$ cat src/rtl/analog_axis_ctrl.sv
// Player-1 analog axis / fire-button source controller: picks between the
// hps_io analog stick and an accumulated, self-recentering PS/2 mouse position.
module analog_axis_ctrl #(
  parameter int unsigned STEP_LIMIT   = 10,
  parameter int unsigned IDLE_TIMEOUT = 28000000,
  parameter int unsigned RECENTER_DIV = 65536
) (
  input  logic        clk_sys,
  input  logic        reset,
  input  logic [24:0] ps2_mouse,
  input  logic [15:0] joya,
  input  logic [15:0] joy_in,
  input  logic        cpu_halt,
  output logic [7:0]  ax,
  output logic [7:0]  ay,
  output logic [15:0] joy_out,
  output logic        mouse_active
);

  localparam int unsigned IDLE_W = $clog2(IDLE_TIMEOUT + 1);
  localparam int unsigned DIV_W  = $clog2(RECENTER_DIV + 1);

  localparam logic [IDLE_W-1:0] IDLE_MAX = IDLE_W'(IDLE_TIMEOUT - 1);
  localparam logic [DIV_W-1:0]  DIV_MAX  = DIV_W'(RECENTER_DIV - 1);

  localparam logic signed [8:0] STEP_POS = 9'(STEP_LIMIT);
  localparam logic signed [8:0] STEP_NEG = -STEP_POS;

  localparam logic [1:0] ST_JOY      = 2'd0;
  localparam logic [1:0] ST_MOUSE    = 2'd1;
  localparam logic [1:0] ST_RECENTER = 2'd2;

  logic [1:0]         state_q, state_d;
  logic signed [7:0]  mx_q, mx_d, my_q, my_d;
  logic [IDLE_W-1:0]  idle_q, idle_d;
  logic [DIV_W-1:0]   div_q, div_d;
  logic               centered_q, centered_d;
  logic               strobe_hist_q, hist_vld_q;

  logic               strobe_c, override_c, active_c;
  logic signed [8:0]  dx_c, dy_c;

  // Clamp a raw packet delta, add it to the position, saturate to 8 bits.
  function automatic logic signed [7:0] apply_delta(input logic signed [7:0] pos,
                                                    input logic signed [8:0] d);
    logic signed [8:0] c;
    logic signed [9:0] s;
    c = d;
    if (d > STEP_POS)      c = STEP_POS;
    else if (d < STEP_NEG) c = STEP_NEG;
    s = {{2{pos[7]}}, pos} + {c[8], c};
    if (s > 10'sd127)       apply_delta = 8'sd127;
    else if (s < -10'sd128) apply_delta = -8'sd128;
    else                    apply_delta = s[7:0];
  endfunction

  function automatic logic signed [7:0] toward_zero(input logic signed [7:0] pos);
    if (pos > 8'sd0)      toward_zero = pos - 8'sd1;
    else if (pos < 8'sd0) toward_zero = pos + 8'sd1;
    else                  toward_zero = pos;
  endfunction

  // History only becomes valid after the first post-reset clock, so a
  // pre-existing strobe level is never mistaken for a packet.
  assign strobe_c   = hist_vld_q && (ps2_mouse[24] != strobe_hist_q);
  assign override_c = (joya != 16'd0) || cpu_halt;
  assign dx_c       = $signed({ps2_mouse[4], ps2_mouse[15:8]});
  assign dy_c       = $signed({ps2_mouse[5], ps2_mouse[23:16]});

  always_ff @(posedge clk_sys or posedge reset) begin
    if (reset) begin
      state_q       <= ST_JOY;
      mx_q          <= '0;
      my_q          <= '0;
      idle_q        <= '0;
      div_q         <= '0;
      centered_q    <= 1'b0;
      strobe_hist_q <= 1'b0;
      hist_vld_q    <= 1'b0;
    end else begin
      state_q       <= state_d;
      mx_q          <= mx_d;
      my_q          <= my_d;
      idle_q        <= idle_d;
      div_q         <= div_d;
      centered_q    <= centered_d;
      strobe_hist_q <= ps2_mouse[24];
      hist_vld_q    <= 1'b1;
    end
  end

  // Next-state: override beats everything, then strobes, then idle/recenter timing.
  always_comb begin
    state_d    = state_q;
    mx_d       = mx_q;
    my_d       = my_q;
    idle_d     = idle_q;
    div_d      = div_q;
    centered_d = centered_q;

    if (override_c) begin
      state_d    = ST_JOY;
      mx_d       = '0;
      my_d       = '0;
      idle_d     = '0;
      div_d      = '0;
      centered_d = 1'b0;
    end else begin
      case (state_q)
        ST_JOY: begin
          if (strobe_c) begin
            state_d    = ST_MOUSE;
            mx_d       = apply_delta(mx_q, dx_c);
            my_d       = apply_delta(my_q, dy_c);
            idle_d     = '0;
            centered_d = 1'b0;
          end
        end
        ST_MOUSE: begin
          if (strobe_c) begin
            mx_d       = apply_delta(mx_q, dx_c);
            my_d       = apply_delta(my_q, dy_c);
            idle_d     = '0;
            centered_d = 1'b0;
          end else if (idle_q == IDLE_MAX) begin
            // Already recentered since the last packet: just hold the count.
            if (!centered_q) begin
              state_d = ST_RECENTER;
              div_d   = '0;
            end
          end else begin
            idle_d = idle_q + IDLE_W'(1);
          end
        end
        ST_RECENTER: begin
          if (strobe_c) begin
            state_d    = ST_MOUSE;
            mx_d       = apply_delta(mx_q, dx_c);
            my_d       = apply_delta(my_q, dy_c);
            idle_d     = '0;
            centered_d = 1'b0;
          end else if (mx_q == 8'sd0 && my_q == 8'sd0) begin
            state_d    = ST_MOUSE;
            idle_d     = '0;
            centered_d = 1'b1;
          end else if (div_q == DIV_MAX) begin
            div_d = '0;
            mx_d  = toward_zero(mx_q);
            my_d  = toward_zero(my_q);
          end else begin
            div_d = div_q + DIV_W'(1);
          end
        end
        default: begin
          state_d = ST_JOY;
        end
      endcase
    end
  end

  assign active_c = (state_d != ST_JOY);

  // Output registers follow the next state so they appear one clock after the inputs.
  always_ff @(posedge clk_sys or posedge reset) begin
    if (reset) begin
      ax           <= '0;
      ay           <= '0;
      joy_out      <= '0;
      mouse_active <= 1'b0;
    end else begin
      mouse_active <= active_c;
      ax           <= active_c ? mx_d : joya[7:0];
      ay           <= active_c ? my_d : joya[15:8];
      joy_out      <= active_c ? {joy_in[15:6], ps2_mouse[1:0], joy_in[3:0]} : joy_in;
    end
  end

endmodule

$ cat config.mk
export PLATFORM = sky130hd
export DESIGN_NAME = analog_axis_ctrl
export DESIGN_NICKNAME = d
export VERILOG_FILES = /design/src/rtl/analog_axis_ctrl.sv
export SDC_FILE = /design/constraint.sdc
export NUM_CORES = 1
export LEC_CHECK = 0
export ABC_AREA = 0
export BUFFER_PORTS_ARGS = -buffer_cell sky130_fd_sc_hd__buf_2
export CAP_MARGIN = 20
export CORE_UTILIZATION = 56
export DETAILED_ROUTE_END_ITERATION = 16
export GPL_TIMING_DRIVEN = 0
export PLACE_DENSITY_LB_ADDON = 0.25
export SLEW_MARGIN = 30
export SYNTH_ARGS = -nofsm -noshare
export SYNTH_HDL_FRONTEND = slang
export SYNTH_SLANG_ARGS = --single-unit
$ cat constraint.sdc
create_clock -name clk_sys -period 4.6 [get_ports clk_sys]
set_input_delay 0 -clock clk_sys [delete_from_list [all_inputs] [get_ports clk_sys]]
set_output_delay 0 -clock clk_sys [all_outputs]
set_load 0.05 [all_outputs]
---- Yosys cells after proc, flatten, opt, wreduce, memory -nomap -nowiden ----
Index checks and enable logic that the tools add are counted.
storage, ports and cells
  output and inout bits ................... 33
  register bits after elaboration ......... 96
  input bits .............................. 60
  logic and storage cells ................. 152
operators by class
  reductions and logical operators ........ 15
  mux-type cells .......................... 79
  magnitude comparators ................... 20
  add/sub/neg operators ................... 12
  eq/ne operators ......................... 14
operators by type and width
  kind                   count
  $mux 8                 30
  $mux 9                 18
  $mux 25                6
  $mux 17                7
  $pmux 25 s3            1
  $add 8x9->10           6
  $gt 10x8->1 const B    6
  $lt 10x8->1 const B    6
  $pmux 8 s3             2
  $pmux 17 s2            1
  $add 25x1->25 const B  1
  $eq 25x25->1 const B   1
  $gt 9x5->1 const B     2
  $lt 9x5->1 const B     2
  $ne 3x3->1 const B     6
  $add 17x1->17 const B  1
  $eq 17x16->1 const B   1
  $add 8x2->8 const B    2
  $gt 8x1->1 const B     2
  $logic_not 8->1        2
  $lt 8x1->1 const B     2
  $reduce_bool 16->1     1
  $sub 8x2->8 const B    2
  $mux 2                 7
  19 further kinds       25

---- Depth between registers and ports, before layout ----
  depth after elaboration ................. 14
  gate-level depth with buffers ........... 17
  depth with buffers taken out ............ 16

---- Worst setup path before layout ----
OpenSTA, ideal clock, no wires.
  path type ............................... input port to flip-flop
  start ................................... in ps2_mouse[22]
  end ..................................... reg ay[5]
  data arrival time ....................... 3180 ps
  library setup time ...................... 64 ps
  path buffers ............................ 1
  data required time ...................... 4536 ps
  slack ................................... 1356 ps
  cell stages on the path ................. 16
  path through ............................ nand4_1 > nor2_1 > nand2_1 > ha_1 > buf_1 > or3_1 > inv_1 > fa_1 > nor2b_1 > o31a_1 > o41ai_4 > mux2_4 > a211oi_4 > o21ai_2 > a2111oi_4 > a21o_1
on the way
  cells in the longest elaborated chain, start to end .. 14
  elaborated cells between the ends (all ways) .. 32
  those cells by class .................... 3 x add/sub; 8 x order compare; 21 x mux
RTL lines
  what                              line           text
  start, declared                   10             input logic [24:0] ps2_mouse,
  $lt 9x5->1                        50             else if (d < STEP_NEG) c = STEP_NEG;
  $mux 9                            50
  $mux 9 *                          49             if (d > STEP_POS) c = STEP_POS;
  $mux 9 *                          136            if (strobe_c) begin
  $mux 9                            109            case (state_q)
  $mux 9                            101            if (override_c) begin
  $add 8x9->10                      51             s = {{2{pos[7]}}, pos} + {c[8], c};
  $lt 10x8->1                       53             else if (s < -10'sd128) apply_delta = -8'sd128;
  $mux 8                            53
  $mux 8                            52             if (s > 10'sd127) apply_delta = 8'sd127;
  $mux 8, on equally long branches  136, 111, 120
  $pmux 8 s3 *                      109
  $mux 8 *                          101
  named net my_d[5]                 34             logic signed [7:0] mx_q, mx_d, my_q, my_d;
  $mux 8 *                          173            ay <= active_c ? my_d : joya[15:8];
  end signal, assigned              173
  end, declared                     15             output logic [7:0] ay,
Mark *: on every way through the listed nets, which the timed path passes. The rest lies on a longest branch. The select of a mux whose other input is x is not followed.
A chain may end at the register's enable or synchronous reset.

---- Worst setup path after layout ----
  start ................................... in ps2_mouse[10]
  end ..................................... reg ax[0]
on the way
  cells in the longest elaborated chain, start to end .. 14
  elaborated cells between the ends (all ways) .. 32
  those cells by class .................... 3 x add/sub; 8 x order compare; 21 x mux
RTL lines
  what                              line           text
  $lt 9x5->1                        50
  $mux 9                            50
  $mux 9 *                          49
  $mux 9 *                          136
  $mux 9                            109
  $mux 9                            101
  $add 8x9->10                      51
  $lt 10x8->1                       53
  $mux 8                            53
  $mux 8                            52
  $mux 8, on equally long branches  136, 111, 120
  $pmux 8 s3 *                      109
  $mux 8 *                          101
  named net mx_d[0]                 34
  $mux 8 *                          172            ax <= active_c ? mx_d : joya[7:0];
  end signal, assigned              172
  end, declared                     14             output logic [7:0] ax,
Marks and branches as above.

==> impl_results.md <==
* Outcome: completed
* CORE AREA at 11000 um2
* Num ports at 93
* Final core utilization at 0.704
* Clock network fraction of design power at 0.422
* Post-Syn Area at 6420 um2
* Via Count at 6166
* CP Max Fanout at 8
* Req. time, crit path at 4.83 ns
* Unrepaired setup endpoints after global routing: no
* CP Cell Sequence: buf_2 > a21oi_1 > or3_1 > ha_1 > buf_1 > nor3b_1 > ha_1 > inv_1 > fa_1 > nand2b_1 > a21oi_1 > o22ai_1 > xnor2_1 > a31o_2 > a221oi_1 > o32ai_1 > a21o_1
* Top_reg_cell synth: dfrtp_1
* Power per Cell Area at 252 nW/um2
* Peak VDD IR at 0.000236 V
* CTS tree: yes
* Internal at 1.46 mW
* CP Launch Type: input pin
* Post-DP HPWL at 12300 um
* Post-route antenna net violation count at 0
* Maxcap violations at 0
* DR pass1 iterations at 6
* H-tree depth at 3
* Iteration-0 DRC Markers at 476
* Most frequent cells in the layout: 96 x dfrtp_1, 94 x buf_2, 92 x nor2_1, 65 x nand2_1, 42 x a21oi_1
* Final hold slack at 0.148 ns
* Period utilisation layout at 0.794
* Worst min path class: input pin to register
* Critical Path AT at 3.89 ns
* F_max at 274 MHz
* GR Overflow Total at 0
* WS Path Type: input pin to register
* Sequential power share at 0.441
* Row count at 38
* Mean Syn Cell Area at 8.95 um2
* DR WL met3 at 1060 um
* Chip width at 109 um
* Clock latency on the worst-skew pair at 0.34 ns
* CP endpoint kind: register
* Commonest non-fill, non-tap cell in the layout: dfrtp_1
* Cells after Synth at 718
* Layout area overhead at 20.8%
* Tmin final at 3.65 ns
* Placed Cells at 947
* Worst-margin pin slew at 1.03 ns
* Highest Signal Layer: met4
* Clk sinks at 96
* Starting Density at 0.582
* Avg WL per Cell at 17.5 um
* Relative slew slack at 0.308
* Critical path's top delay family: compound AO/OA/AOI/OAI gates
* Cts hold-fix bufs at 36
* TNS Setup at 0 ns
* Pre-CTS setup slack at 0.652 ns
* Root Driver: clkbuf_16
* Async SR Flop Fraction at 1.00
* Max clock buf depth at 2
* Yosys Warn Count at 0
* Setup repair bufs after CTS at 0
* Sequential share of the synthesized area at 0.374
* Final instance count without filler cells at 998
* Final Net Count at 943
* Detailed-routed wire length on met2 at 8440 um
* CP max stage delay at 0.40 ns
* Gpl congestion at 0.936
* # DRC at 0
* Synthesized Nets at 807
* M1 WL at 7410 um
* Vias in the first global route at 5978
* Switch share at 0.253
* Die area at 11900 um2
* Max stage delay cell, worst path: fa_1
* Inserted Diodes at 0
* Final worst slack at 0.948 ns
* Share of cells above drive strength 1 at 0.170
* Switching pwr at 494 uW
* Chip Height at 109 um
* # resized after CTS at 0
* First-pass GRT wire length at 28500 um
* Synth Register Bits at 96
* Number of synthesized flops with an enable pin at 0
* Unique masters post-synth at 81
* Total CTS buffers at 9
* Setup violators final at 0
* Number of I/O port buffers at 88
* Final WL at 17400 um
* Comb power frac at 0.136
* Initial antenna violation count at 0
* Vias per inst at 6.18
* Final Hold Fails at 0
* Clk slew on worst S/H paths at 0.07 ns
* Worst Skew at 0.00742 ns
* GRT Overall Usage at 0.306
* Worst Path Buf+Inv at 3
* Final Max Tran Viols at 0
* Pleak at 3.38 nW
* Largest net degree at the start of global routing at 54
[cell usage after synthesis (all sizes together), types with 13 or more instances]
cell / number / area, um2
inv: 25 / 93.8
nor4: 13 / 141
clkbuf: 13 / 48.8
a21oi: 43 / 219
ha: 27 / 338
nand3: 23 / 125
nor3: 16 / 100
dfrtp: 96 / 2400
nand2: 65 / 244
nor2: 93 / 352
a21o: 27 / 203
xor2: 30 / 263
o21ai: 40 / 204
nand4: 27 / 169
[layout make-up]
class                           instances  area (um2)
Timing Repair Buffer                  125         828
Fill cell                             832        3270
Buffer                                 25         124
Inverter                               25        98.8
Clock inverter                          4        77.6
Tap cell                              140         175
Sequential cell                        96        2400
Clock buffer                           11         253
Multi-Input combinational cell        572        3800
[per-stage QoR]
step	area, um2	total power, mW
after global routing	7760	2.02
after global placement	7040	1.11
after CTS	7760	1.96
after floorplan	6420	1.04
final	7760	1.96
after detailed placement	7070	1.12
[logic make-up after synthesis]
group / after synthesis / share of synthesized area
fa+ha+maj: 29 / 0.0588
compound gates: 195 / 0.220
simple gates: 303 / 0.250
mux: 5 / 0.00954
other cells: 1 / 0.000584
flops: 96 / 0.374
xor+xnor: 39 / 0.0532
buf+inv: 50 / 0.0339
[worst paths after layout]
path	start	to	slack [ns]	cells after the start
min in group asynchronous	reset	div_q[11]	0.22	3
setup / recovery	ps2_mouse[10]	ax[0]	0.95	17
max in group asynchronous	reset	idle_q[8]	3.79	4
setup reg to reg	my_q[0]	joy_out[5]	1.27	12
hold / removal	cpu_halt	state_q[0]	0.15	5
hold reg to reg	div_q[16]	div_q[16]	0.49	1
[per-layer routing]
metal | vias to the layer above | global-route usage
met1 | 2955 | 0.406
li1 | 2898 | -
met2 | 264 | 0.507
met5 | - | 0
met3 | 49 | 0.0329
met4 | 0 | 0.134
[power by group through the flow]
| stage | Combinational, mW | Sequential [mW] | Clock, mW |
|---|---|---|---|
| after detailed placement | 0.241 | 0.879 | 0 |
| after CTS | 0.265 | 0.863 | 0.837 |
| after global placement | 0.232 | 0.879 | 0 |
| after global routing | 0.289 | 0.864 | 0.868 |
| after floorplan | 0.111 | 0.932 | 0 |
| final | 0.267 | 0.863 | 0.826 |
[sequential cells by signal (all words and copies together), names as in the netlist]
name,cells
joy_out,16
ax,8
ay,8
mx_q,8
strobe_hist_q,1
mouse_active,1
state_q,2
hist_vld_q,1
centered_q,1
div_q,17
idle_q,25
my_q,8
[tightest hold or removal path: stages]
cell	delay, ns
buf_2	0.07
nor4_1	0.06
nand2_1	0.09
nor3_2	0.10
o21a_1	0.13
(Power assumes the default switching activity.)
